--- config.mk ---
export PLATFORM = sky130hd
export DESIGN_NAME = i2s_frame_scheduler
export DESIGN_NICKNAME = d
export VERILOG_FILES = /design/src/rtl/i2s_frame_scheduler.sv
export SDC_FILE = /design/constraint.sdc
export NUM_CORES = 1
export LEC_CHECK = 0
export BUFFER_PORTS_ARGS = -buffer_cell sky130_fd_sc_hd__buf_4
export CAP_MARGIN = 15
export CELL_PAD_IN_SITES_DETAIL_PLACEMENT = 1
export CELL_PAD_IN_SITES_GLOBAL_PLACEMENT = 2
export CORE_ASPECT_RATIO = 0.8
export CORE_MARGIN = 2
export CORE_UTILIZATION = 49
export DETAILED_ROUTE_END_ITERATION = 12
export GPL_TIMING_DRIVEN = 0
export PLACE_DENSITY_LB_ADDON = 0.25
export SLEW_MARGIN = 20
export SYNTH_ARGS = -nofsm -noshare
export SYNTH_HDL_FRONTEND = slang
export SYNTH_SLANG_ARGS = --single-unit
--- constraint.sdc ---
create_clock -name clk -period 5.7 [get_ports clk]
set_input_delay 0 -clock clk [delete_from_list [all_inputs] [get_ports clk]]
set_output_delay 0 -clock clk [all_outputs]
set_load 0.1 [all_outputs]
--- src/rtl/i2s_frame_scheduler.sv ---
// rtl/i2s_frame_scheduler.sv - frame-rate sample scheduler between FM demodulator and I2S transmitter
module i2s_frame_scheduler #(
    parameter int IN_WIDTH     = 10,
    parameter int VOLUME_WIDTH = 4,
    parameter int FRAME_CLK    = 1536,
    parameter int FIFO_AW      = 3,
    parameter int START_LEVEL  = 4
) (
    input  logic                    clk,
    input  logic                    reset_n,
    input  logic [IN_WIDTH-1:0]     s_left,
    input  logic [IN_WIDTH-1:0]     s_right,
    input  logic                    s_valid,
    input  logic [VOLUME_WIDTH-1:0] volume_req,
    input  logic                    mute,
    output logic [IN_WIDTH-1:0]     out_left,
    output logic [IN_WIDTH-1:0]     out_right,
    output logic [VOLUME_WIDTH-1:0] out_volume,
    output logic                    out_valid,
    output logic                    running,
    output logic [FIFO_AW:0]        fifo_level,
    output logic                    underrun,
    output logic                    overrun
);
    localparam int DEPTH = 1 << FIFO_AW;
    localparam int CW    = $clog2(FRAME_CLK);
    localparam int LW    = FIFO_AW + 1;

    typedef enum logic {FILL, RUN} state_t;

    state_t                  state_q;
    logic [CW-1:0]           frame_cnt_q;
    logic [FIFO_AW-1:0]      wr_ptr_q, rd_ptr_q;
    logic [LW-1:0]           level_q, level_d;
    logic [IN_WIDTH-1:0]     mem_left_q  [DEPTH];
    logic [IN_WIDTH-1:0]     mem_right_q [DEPTH];
    logic [IN_WIDTH-1:0]     out_left_q, out_right_q;
    logic [VOLUME_WIDTH-1:0] out_volume_q, vol_target;
    logic                    out_valid_q, running_q, underrun_q, overrun_q;
    logic                    tick, fifo_empty, fifo_full, start_ok;
    logic                    pop, push, mute_zero;

    assign tick       = (frame_cnt_q == CW'(FRAME_CLK - 1));
    assign fifo_empty = (level_q == '0);
    assign fifo_full  = (level_q == LW'(DEPTH));
    assign start_ok   = (level_q >= LW'(START_LEVEL));

    // A pop only ever happens on the frame tick; an empty FIFO in RUN is an underrun, not a pop.
    assign pop        = tick && !fifo_empty && ((state_q == RUN) || start_ok);
    assign push       = s_valid && (!fifo_full || pop);
    assign vol_target = mute ? '1 : volume_req;
    assign mute_zero  = mute && (&out_volume_q);

    always_comb begin
        level_d = level_q;
        if (push && !pop) begin
            level_d = level_q + LW'(1);
        end else if (pop && !push) begin
            level_d = level_q - LW'(1);
        end
    end

    always_ff @(posedge clk) begin
        if (push) begin
            mem_left_q[wr_ptr_q]  <= s_left;
            mem_right_q[wr_ptr_q] <= s_right;
        end
    end

    always_ff @(posedge clk or negedge reset_n) begin
        if (!reset_n) begin
            state_q      <= FILL;
            frame_cnt_q  <= '0;
            wr_ptr_q     <= '0;
            rd_ptr_q     <= '0;
            level_q      <= '0;
            out_left_q   <= '0;
            out_right_q  <= '0;
            out_volume_q <= '1;
            out_valid_q  <= 1'b0;
            running_q    <= 1'b0;
            underrun_q   <= 1'b0;
            overrun_q    <= 1'b0;
        end else begin
            frame_cnt_q <= tick ? '0 : frame_cnt_q + CW'(1);
            out_valid_q <= tick;
            underrun_q  <= tick && (state_q == RUN) && fifo_empty;
            overrun_q   <= s_valid && fifo_full && !pop;
            level_q     <= level_d;
            if (push) begin
                wr_ptr_q <= wr_ptr_q + FIFO_AW'(1);
            end
            if (pop) begin
                rd_ptr_q <= rd_ptr_q + FIFO_AW'(1);
            end
            if (tick) begin
                if (pop && !mute_zero) begin
                    out_left_q  <= mem_left_q[rd_ptr_q];
                    out_right_q <= mem_right_q[rd_ptr_q];
                end else begin
                    out_left_q  <= '0;
                    out_right_q <= '0;
                end
                // One code step per frame keeps attenuation changes click-free.
                if (out_volume_q < vol_target) begin
                    out_volume_q <= out_volume_q + VOLUME_WIDTH'(1);
                end else if (out_volume_q > vol_target) begin
                    out_volume_q <= out_volume_q - VOLUME_WIDTH'(1);
                end
                case (state_q)
                    FILL: begin
                        if (start_ok) begin
                            state_q   <= RUN;
                            running_q <= 1'b1;
                        end
                    end
                    RUN: begin
                        if (fifo_empty) begin
                            state_q   <= FILL;
                            running_q <= 1'b0;
                        end
                    end
                    default: begin
                        state_q   <= FILL;
                        running_q <= 1'b0;
                    end
                endcase
            end
        end
    end

    assign out_left   = out_left_q;
    assign out_right  = out_right_q;
    assign out_volume = out_volume_q;
    assign out_valid  = out_valid_q;
    assign running    = running_q;
    assign fifo_level = level_q;
    assign underrun   = underrun_q;
    assign overrun    = overrun_q;
endmodule
==> results of run 1 <==
[cells by family after synthesis]
logic type	Yosys count	synth area share
muxes	64	0.1385
adders and majority gates	14	0.02297
DFF	210	0.7322
AOI/OAI and AO/OA	36	0.02645
xor gates and xnor gates	19	0.02010
buffers and inverters	22	0.01300
and+or+nand+nor	86	0.04686
[registers in the layout, indices dropped and copies added, names as in the netlist]
name         flops
state_q          1
fifo_level       4
mem_left_q      80
out_volume       4
running          1
out_left        10
rd_ptr_q         3
underrun         1
frame_cnt_q     11
wr_ptr_q         3
overrun          1
out_right       10
out_valid        1
mem_right_q     80
[per-stage QoR]
step / area [um2] / util
floorplan: 8278 / -
global placement: 8996 / 0.5435
detailed placement: 9109 / 0.5503
global route: 10030 / 0.6058
CTS: 10030 / 0.6058
finish: 10030 / 0.6058
[tightest hold or removal path: stages]
cell and delay, ps:
sky130_fd_sc_hd__buf_4 130, sky130_fd_sc_hd__nand3_1 80, sky130_fd_sc_hd__o21ai_2 70, sky130_fd_sc_hd__buf_6 150
sky130_fd_sc_hd__o21ai_1 120
[layout by cell type, fill, tap and decap left out, types with 15 or more instances in the layout]
cell / count
sky130_fd_sc_hd__mux2i_1: 20
sky130_fd_sc_hd__nor2_1: 15
sky130_fd_sc_hd__edfxtp_1: 160
sky130_fd_sc_hd__o21ai_1: 21
sky130_fd_sc_hd__dlygate4sd3_1: 22
sky130_fd_sc_hd__clkbuf_16: 23
sky130_fd_sc_hd__buf_4: 62
sky130_fd_sc_hd__mux4_2: 40
sky130_fd_sc_hd__nand2_1: 37
sky130_fd_sc_hd__dfrtp_1: 46
[final cells by class]
cell class	instances	area, um2
fillers	1488	6525
repair buffers	86	720.7
plain buffers	18	91.34
multi-input cells	219	2165
clock buffers	27	610.6
inverters	4	16.27
clock inverters	13	88.84
well taps	220	275.3
flip-flops and latches	210	6061
[worst min-delay path by stage]
stage / startpoint / to
CTS: mute / out_right[2]$_DFFE_PN0N_
floorplan: reset_n / fifo_level[0]$_DFFE_PN0P_
global route: mute / out_right[1]$_DFFE_PN0N_
finish: mute / out_right[6]$_DFFE_PN0N_
detailed placement: reset_n / out_left[9]$_DFFE_PN0N_
global placement: reset_n / frame_cnt_q[4]$_DFF_PN0_
[power groups by stage]
stage	registers [W]	logic (W)	clock network, W
after floorplan	0.00206	0.000223	0
after global placement	0.00196	0.000474	0
after detailed placement	0.00197	0.000544	0
after CTS	0.00194	0.000560	0.00140
after global routing	0.00196	0.000590	0.00146
final	0.00194	0.000550	0.00138
[metal layers]
metal | vias up | share of wire | GRT usage
li1 | 1969 | - | -
met1 | 2243 | 0.44 | 0.3008
met2 | 80 | 0.50 | 0.3603
met3 | 19 | 0.037 | 0.03434
met4 | 0 | 0.015 | 0.04286
met5 | - | 0 | 0
==> flow_summary.html, run 1 <==
<table>
<tr><th>Metric</th><th>Value</th></tr>
<tr><th colspan="2">Run status</th></tr>
<tr><td>Run status</td><td>complete, no violations</td></tr>
<tr><th colspan="2">Setup path</th></tr>
<tr><td>Most frequent CP cell</td><td>sky130_fd_sc_hd__buf_4</td></tr>
<tr><td>Source of the worst register-to-register timing path</td><td>frame_cnt_q[0]$_DFF_PN0_</td></tr>
<tr><td>Data required time at the worst endpoint</td><td>5900 ps</td></tr>
<tr><td>Critical path peak fanout</td><td>9</td></tr>
<tr><td>Cell-by-cell trace of the critical path</td><td>ha_1, nand4b_1, or3_1, buf_4, a21boi_4, nand2_1, nor3_2, buf_4, buf_6</td></tr>
<tr><td>Reg2reg end</td><td>mem_right_q[1][5]$_DFFE_PP_</td></tr>
<tr><td>Reg2Reg Setup Slack</td><td>2250 ps</td></tr>
<tr><td>Critical path depth</td><td>9</td></tr>
<tr><td>Kind of critical path</td><td>flip-flop to flip-flop</td></tr>
<tr><td>Endpoint of the worst setup timing path</td><td>mem_right_q[1][5]$_DFFE_PP_</td></tr>
<tr><td>CP endpoint kind</td><td>flip-flop</td></tr>
<tr><td>Worst r2r path cells</td><td>9</td></tr>
<tr><td>Buffers plus inverters on the worst setup path</td><td>3</td></tr>
<tr><td>Crit-path leading delay family</td><td>simple AND/OR/NAND/NOR gates</td></tr>
<tr><td>Crit path max-delay cell type</td><td>sky130_fd_sc_hd__nor3_2</td></tr>
<tr><td>Crit path largest cell delay</td><td>730 ps</td></tr>
<tr><td>Kind of start point of the critical path</td><td>flip-flop</td></tr>
<tr><td>WP data arrival</td><td>3650 ps</td></tr>
<tr><td>Worst setup startpoint</td><td>frame_cnt_q[0]$_DFF_PN0_</td></tr>
<tr><th colspan="2">Yosys</th></tr>
<tr><td>Main synth FF type</td><td>sky130_fd_sc_hd__edfxtp_1</td></tr>
<tr><td>Leading cell types by count after synthesis</td><td>sky130_fd_sc_hd__edfxtp_1 (160), sky130_fd_sc_hd__dfrtp_1 (46), sky130_fd_sc_hd__mux4_2 (40)</td></tr>
<tr><td>Netlist cell types</td><td>41</td></tr>
<tr><td>Fraction of registers with async set/reset</td><td>0.2381</td></tr>
<tr><td>Gate count after technology mapping</td><td>451</td></tr>
<tr><td>Warnings, synthesis</td><td>0</td></tr>
<tr><td>Biggest area consumer among synthesized cells</td><td>sky130_fd_sc_hd__edfxtp_1</td></tr>
<tr><td>Syn_area_per_cell</td><td>18.35 um2</td></tr>
<tr><td>Total standard cell area after synthesis</td><td>8278 um2</td></tr>
<tr><td>Post-synthesis register bit count</td><td>210</td></tr>
<tr><td>Nets in the synthesized netlist</td><td>493</td></tr>
<tr><td>Sequential-to-total area share from yosys stat</td><td>0.7322</td></tr>
<tr><td>Synth area leaders</td><td>sky130_fd_sc_hd__edfxtp_1 (58%), sky130_fd_sc_hd__dfrtp_1 (14%), sky130_fd_sc_hd__mux4_2 (11%)</td></tr>
<tr><td>Fraction of synthesized cell area taken by the top area cell type</td><td>0.5804</td></tr>
<tr><td>Most frequent cell after synthesis</td><td>sky130_fd_sc_hd__edfxtp_1</td></tr>
<tr><td>Number of enable-type register cells in the synthesized netlist</td><td>160</td></tr>
<tr><th colspan="2">Place</th></tr>
<tr><td>Worst slack, placed</td><td>2201 ps</td></tr>
<tr><td>Total placed cells including tap cells</td><td>735</td></tr>
<tr><td>RD Place Congestion</td><td>0.6803</td></tr>
<tr><td>DP Wirelength</td><td>10.90 mm</td></tr>
<tr><td>Count of input and output buffers</td><td>59</td></tr>
<tr><th colspan="2">Power and ir drop</th></tr>
<tr><td>Total power divided by cell area</td><td>385.5 nW/um2</td></tr>
<tr><td>Internal power component</td><td>0.002840 W</td></tr>
<tr><td>Sw power</td><td>0.001026 W</td></tr>
<tr><td>Sequential cell fraction of total power</td><td>0.502</td></tr>
<tr><td>Switching portion of total power</td><td>0.2653</td></tr>
<tr><td>Post-layout total power</td><td>0.003866 W</td></tr>
<tr><td>Logic gate share of total power</td><td>0.142</td></tr>
<tr><td>Max IR drop VDD</td><td>0.0002330 V</td></tr>
<tr><td>P_leak</td><td>3.598 nW</td></tr>
<tr><td>Clock share of power</td><td>0.356</td></tr>
<tr><th colspan="2">Route</th></tr>
<tr><td>Via total after detailed routing</td><td>4311</td></tr>
<tr><td>DRT antenna net count</td><td>0</td></tr>
<tr><td>Detailed Route Iter0 Violations</td><td>273</td></tr>
<tr><td>Ratio of routed vias to standard cells</td><td>5.409</td></tr>
<tr><td>DRC</td><td>0</td></tr>
<tr><td>Total Routed Length</td><td>18.22 mm</td></tr>
<tr><td>Average routed wire per standard cell</td><td>22.86 um</td></tr>
<tr><td>Number of iterations in the first detailed-routing pass</td><td>4</td></tr>
<tr><th colspan="2">Clock network</th></tr>
<tr><td>Clock Pin Slew Worst Setup and Hold Paths</td><td>60 ps</td></tr>
<tr><td>Maximum clock path buffer count</td><td>3</td></tr>
<tr><td>Number of buffers inserted to repair setup after CTS</td><td>0</td></tr>
<tr><td>Clock sinks</td><td>210</td></tr>
<tr><td>Number of buffers inserted during clock tree synthesis</td><td>22</td></tr>
<tr><td>Clock latency at the later pin of the worst-skew pair</td><td>500 ps</td></tr>
<tr><td>Buffer type at the clock tree root</td><td>sky130_fd_sc_hd__clkbuf_16</td></tr>
<tr><td>Count of cells resized by post-cts repair</td><td>0</td></tr>
<tr><td>CTS tree</td><td>built</td></tr>
<tr><td>Cts-stage hold buffer count</td><td>22</td></tr>
<tr><td>H-tree level count</td><td>1</td></tr>
<tr><th colspan="2">Die</th></tr>
<tr><td>Die Area</td><td>17960 um2</td></tr>
<tr><td>Die span in y</td><td>120.3 um</td></tr>
<tr><td>Width of the chip</td><td>149.3 um</td></tr>
<tr><td>Top-Level Pins</td><td>60</td></tr>
<tr><td>Core Footprint</td><td>16550 um2</td></tr>
<tr><td>FP Rows</td><td>42</td></tr>
<tr><td>Starting density of the core</td><td>0.5001</td></tr>
<tr><th colspan="2">STA</th></tr>
<tr><td>Final count of negative-setup-slack endpoints</td><td>0</td></tr>
<tr><td>Actual slew at the worst max-slew pin</td><td>1005 ps</td></tr>
<tr><td>Post-Route Hold Slack</td><td>110.4 ps</td></tr>
<tr><td>Number of slew-limit violations in the final report</td><td>0</td></tr>
<tr><td>Post-route minimum period</td><td>3448 ps</td></tr>
<tr><td>Hold violation total from the final report</td><td>0</td></tr>
<tr><td>RSZ-0062 raised after global routing</td><td>no</td></tr>
<tr><td>Slew HR</td><td>0.3303</td></tr>
<tr><td>Clock Skews</td><td>9.605 ps</td></tr>
<tr><td>Achievable frequency</td><td>290.0 MHz</td></tr>
<tr><td>Min setup slack post-route</td><td>2252 ps</td></tr>
<tr><td>Share of the cycle needed by the critical path after routing</td><td>0.6050</td></tr>
<tr><td>Final-layout setup total negative slack</td><td>0 ps</td></tr>
<tr><th colspan="2">Global routing</th></tr>
<tr><td>Total global routing overflow</td><td>0</td></tr>
<tr><td>Global-route wire length before repair</td><td>28.34 mm</td></tr>
<tr><td>Pin count of the biggest net entering global routing</td><td>51</td></tr>
<tr><td>Number of global-route vias before repair</td><td>4887</td></tr>
<tr><td>Initial antenna violation count</td><td>0</td></tr>
<tr><td>Total routing resource utilization after global routing</td><td>0.2138</td></tr>
<tr><th colspan="2">Final layout</th></tr>
<tr><td># nets final</td><td>603</td></tr>
<tr><td>Antenna fix cells</td><td>0</td></tr>
<tr><td>Non-Filler Instances</td><td>797</td></tr>
<tr><td>Area overhead of the layout relative to synthesis</td><td>21.15%</td></tr>
<tr><td>Fraction of layout cells with a size suffix above 1</td><td>0.2860</td></tr>
<tr><th colspan="2">Job</th></tr>
<tr><td>Max-cap violation count</td><td>0</td></tr>
<tr><th colspan="2">Min path</th></tr>
<tr><td>Worst hold-check path type</td><td>input port to flip-flop</td></tr>
<tr><td>WHS Path Cells</td><td>5</td></tr>
</table>
Note: power is estimated with default switching activity, not from simulation.
==> inputs of run 2 (changes only) <==
--- a/config.mk
+++ b/config.mk
@@ -11,7 +11,7 @@
 export CELL_PAD_IN_SITES_GLOBAL_PLACEMENT = 2
 export CORE_ASPECT_RATIO = 0.8
 export CORE_MARGIN = 2
-export CORE_UTILIZATION = 49
+export CORE_UTILIZATION = 45
 export DETAILED_ROUTE_END_ITERATION = 12
 export GPL_TIMING_DRIVEN = 0
 export PLACE_DENSITY_LB_ADDON = 0.25
==> constraint.sdc (replaced) <==
create_clock -name clk -period 3.33 [get_ports clk]
set_input_delay 0 -clock clk [delete_from_list [all_inputs] [get_ports clk]]
set_output_delay 0 -clock clk [all_outputs]
set_load 0.1 [all_outputs]
==> run 2 against run 1 <==
Net effect:
- sequential power is 72% higher
- critical path depth stayed put
- global-route usage is 1.6 points lower
- clock skew hardly changed
- clock-buffer cell count is 2 higher
==> flow_summary.html, run 2 (synthesis gave the netlist of run 1 again) <==
<table>
<tr><th>Metric</th><th>Value</th></tr>
<tr><th colspan="2">Setup path</th></tr>
<tr><td>Kind of start point of the critical path</td><td>flip-flop</td></tr>
<tr><td>Critical path depth</td><td>9</td></tr>
<tr><td>Worst r2r path cells</td><td>9</td></tr>
<tr><td>Cell-by-cell trace of the critical path</td><td>ha_1, nand4b_1, or3_1, buf_4, a21boi_4, nand2_1, nor3_4, buf_6, buf_8</td></tr>
<tr><td>CP endpoint kind</td><td>flip-flop</td></tr>
<tr><td>Data required time at the worst endpoint</td><td>3530 ps</td></tr>
<tr><td>Crit-path leading delay family</td><td>simple AND/OR/NAND/NOR gates</td></tr>
<tr><td>Buffers plus inverters on the worst setup path</td><td>3</td></tr>
<tr><td>WP data arrival</td><td>3340 ps</td></tr>
<tr><td>Critical path peak fanout</td><td>9</td></tr>
<tr><td>Crit path largest cell delay</td><td>500 ps</td></tr>
<tr><td>Crit path max-delay cell type</td><td>sky130_fd_sc_hd__nor3_4</td></tr>
<tr><td>Kind of critical path</td><td>flip-flop to flip-flop</td></tr>
<tr><th colspan="2">STA</th></tr>
<tr><td>Slew HR</td><td>0.3573</td></tr>
<tr><td>Share of the cycle needed by the critical path after routing</td><td>0.9442</td></tr>
<tr><td>Actual slew at the worst max-slew pin</td><td>964.0 ps</td></tr>
<tr><td>Clock Skews</td><td>9.222 ps</td></tr>
<tr><td>RSZ-0062 raised after global routing</td><td>no</td></tr>
<tr><td>Achievable frequency</td><td>318.0 MHz</td></tr>
<tr><td>Final count of negative-setup-slack endpoints</td><td>0</td></tr>
<tr><td>Hold violation total from the final report</td><td>0</td></tr>
<tr><td>Post-route minimum period</td><td>3144 ps</td></tr>
<tr><td>Number of slew-limit violations in the final report</td><td>0</td></tr>
<tr><th colspan="2">Clock network</th></tr>
<tr><td>CTS tree</td><td>built</td></tr>
<tr><td>H-tree level count</td><td>1</td></tr>
<tr><td>Clock sinks</td><td>210</td></tr>
<tr><td>Clock Pin Slew Worst Setup and Hold Paths</td><td>60 ps</td></tr>
<tr><td>Buffer type at the clock tree root</td><td>sky130_fd_sc_hd__clkbuf_16</td></tr>
<tr><td>Maximum clock path buffer count</td><td>3</td></tr>
<tr><td>Clock latency at the later pin of the worst-skew pair</td><td>490 ps</td></tr>
<tr><td>Number of buffers inserted during clock tree synthesis</td><td>22</td></tr>
<tr><th colspan="2">Run status</th></tr>
<tr><td>Run status</td><td>complete, no violations</td></tr>
<tr><th colspan="2">Route</th></tr>
<tr><td>Ratio of routed vias to standard cells</td><td>5.449</td></tr>
<tr><td>Detailed Route Iter0 Violations</td><td>252</td></tr>
<tr><td>Average routed wire per standard cell</td><td>22.45 um</td></tr>
<tr><td>DRT antenna net count</td><td>0</td></tr>
<tr><td>Total Routed Length</td><td>18.25 mm</td></tr>
<tr><td>DRC</td><td>0</td></tr>
<tr><td>Number of iterations in the first detailed-routing pass</td><td>4</td></tr>
<tr><td>Via total after detailed routing</td><td>4430</td></tr>
<tr><th colspan="2">Die</th></tr>
<tr><td>FP Rows</td><td>44</td></tr>
<tr><td>Starting density of the core</td><td>0.4570</td></tr>
<tr><td>Width of the chip</td><td>155.6 um</td></tr>
<tr><td>Core Footprint</td><td>18110 um2</td></tr>
<tr><td>Die span in y</td><td>125.3 um</td></tr>
<tr><td>Die Area</td><td>19500 um2</td></tr>
<tr><td>Top-Level Pins</td><td>60</td></tr>
<tr><th colspan="2">Final layout</th></tr>
<tr><td>Leading cell type in the layout, fill and taps excluded</td><td>sky130_fd_sc_hd__edfxtp_1</td></tr>
<tr><td># nets final</td><td>609</td></tr>
<tr><td>Non-Filler Instances</td><td>813</td></tr>
<tr><td>Reg area</td><td>6061 um2</td></tr>
<tr><td>Number of fillers in the final layout</td><td>1620</td></tr>
<tr><td>Largest registers</td><td>mem_left_q (80), mem_right_q (80), frame_cnt_q (11)</td></tr>
<tr><td>Area overhead of the layout relative to synthesis</td><td>23.16%</td></tr>
<tr><td>Most frequent cells in the layout</td><td>sky130_fd_sc_hd__edfxtp_1 (160), sky130_fd_sc_hd__buf_4 (62), sky130_fd_sc_hd__dfrtp_1 (46)</td></tr>
<tr><td>Fin area</td><td>10190 um2</td></tr>
<tr><td>Fraction of layout cells with a size suffix above 1</td><td>0.2864</td></tr>
<tr><td>Combined area of the multi-input logic cells</td><td>2177 um2</td></tr>
<tr><td>Antenna fix cells</td><td>0</td></tr>
<tr><th colspan="2">Place</th></tr>
<tr><td>RD Place Congestion</td><td>0.7650</td></tr>
<tr><td>Total placed cells including tap cells</td><td>749</td></tr>
<tr><td>Placed standard-cell area</td><td>9275 um2</td></tr>
<tr><td>DP Wirelength</td><td>11.53 mm</td></tr>
<tr><td>Count of input and output buffers</td><td>59</td></tr>
<tr><th colspan="2">Min path</th></tr>
<tr><td>Worst hold-check path type</td><td>input port to async pin</td></tr>
<tr><th colspan="2">Global routing</th></tr>
<tr><td>Pin count of the biggest net entering global routing</td><td>51</td></tr>
<tr><td>Global-route wire length before repair</td><td>28.79 mm</td></tr>
<tr><td>Total global routing overflow</td><td>0</td></tr>
<tr><td>Number of global-route vias before repair</td><td>4860</td></tr>
<tr><td>Initial antenna violation count</td><td>0</td></tr>
<tr><td>Total routing resource utilization after global routing</td><td>0.1978</td></tr>
<tr><th colspan="2">Job</th></tr>
<tr><td>Max-cap violation count</td><td>0</td></tr>
<tr><th colspan="2">Power and ir drop</th></tr>
<tr><td>Total power divided by cell area</td><td>654.2 nW/um2</td></tr>
<tr><td>P_leak</td><td>3.651 nW</td></tr>
<tr><td>Max IR drop VDD</td><td>0.0003447 V</td></tr>
</table>
-- run 2: cell types whose count changed in the layout (fill, tap and decap cells not counted), moves of 2 or more --
| cell | change |
|---|---|
| sky130_fd_sc_hd__buf_16 | +5 |
| sky130_fd_sc_hd__buf_8 | +2 |
| sky130_fd_sc_hd__clkbuf_1 | +3 |
| sky130_fd_sc_hd__clkinv_2 | -3 |
| sky130_fd_sc_hd__nor3_2 | -2 |
| sky130_fd_sc_hd__nor3_4 | +2 |
-- run 2: per-layer routing --
layer | part of all wire | vias up | track usage
li1 | - | 1979 | -
met3 | 0.049 | 27 | 0.03570
met4 | 0.018 | 0 | 0.04155
met1 | 0.42 | 2314 | 0.2660
met5 | 0 | - | 0
met2 | 0.52 | 110 | 0.3415
-- run 2: metrics by stage --
step | setup slack (ps) | setup TNS, ps | total power [W] | utilization | hold slack [ps]
2_1_floorplan | 299.2 | 0 | 0.003910 | - | -295.6
3_3_place_gp | -679.5 | -99140 | 0.004180 | 0.4979 | 107.5
3_5_place_dp | 86.40 | 0 | 0.004396 | 0.5121 | 125.6
4_1_cts | 74.77 | 0 | 0.006744 | 0.5620 | 104.1
5_1_grt | 14.34 | 0 | 0.006934 | 0.5629 | 151.5
6_report | 185.7 | 0 | 0.006669 | 0.5629 | 118.0
-- run 2: area by class of cell --
cell class              count  share of cell area
flip-flops and latches    210              0.5945
inverters                   4            0.001595
well taps                 230             0.02823
multi-input cells         219              0.2135
clock inverters            11            0.007486
repair buffers             92             0.08603
clock buffers              29             0.05965
plain buffers              18            0.008959
-- run 2: final timing paths --
path | endpoint | startpoint | slack, ps
max in group asynchronous | out_left[8]$_DFFE_PN0N_ | reset_n | 2730
max | mem_right_q[1][5]$_DFFE_PP_ | frame_cnt_q[0]$_DFF_PN0_ | 190
min in group clk | out_right[4]$_DFFE_PN0N_ | mute | 120
max reg2reg | mem_right_q[1][5]$_DFFE_PP_ | frame_cnt_q[0]$_DFF_PN0_ | 190
min | frame_cnt_q[2]$_DFF_PN0_ | reset_n | 120
min reg2reg | out_right[4]$_DFFE_PN0N_ | out_right[4]$_DFFE_PN0N_ | 490
-- run 2: worst register-to-register path: cells and delay by family (launching register included) --
| family | cells | cell delay, ps |
|---|---|---|
| AO/OA/AOI/OAI | 1 | 250 |
| adder cells (fa/ha/maj) | 1 | 330 |
| buffers and inverters | 3 | 580 |
| flip-flops | 1 | 460 |
| AND/OR/NAND/NOR | 4 | 1230 |
-- run 2: power breakdown --
part / total, W / internal, W / leakage, nW / switching [W]
clock network: 0.00231 / 0.00136 / 0.334 / 0.000955
logic: 0.00103 / 0.000372 / 1.31 / 0.000655
registers: 0.00333 / 0.00318 / 2.00 / 0.000151
total: 0.00667 / 0.00491 / 3.65 / 0.00176
-- run 2: repair_timing --
| action | CTS | global route |
|---|---|---|
| setup endpoints to repair | 0 | 10 |
| buffers inserted | 0 | 2 |
| endpoints found under the hold margin | 210 | 0 |
| hold buffers | 22 | 0 |
| resized for setup | 0 | 0 |
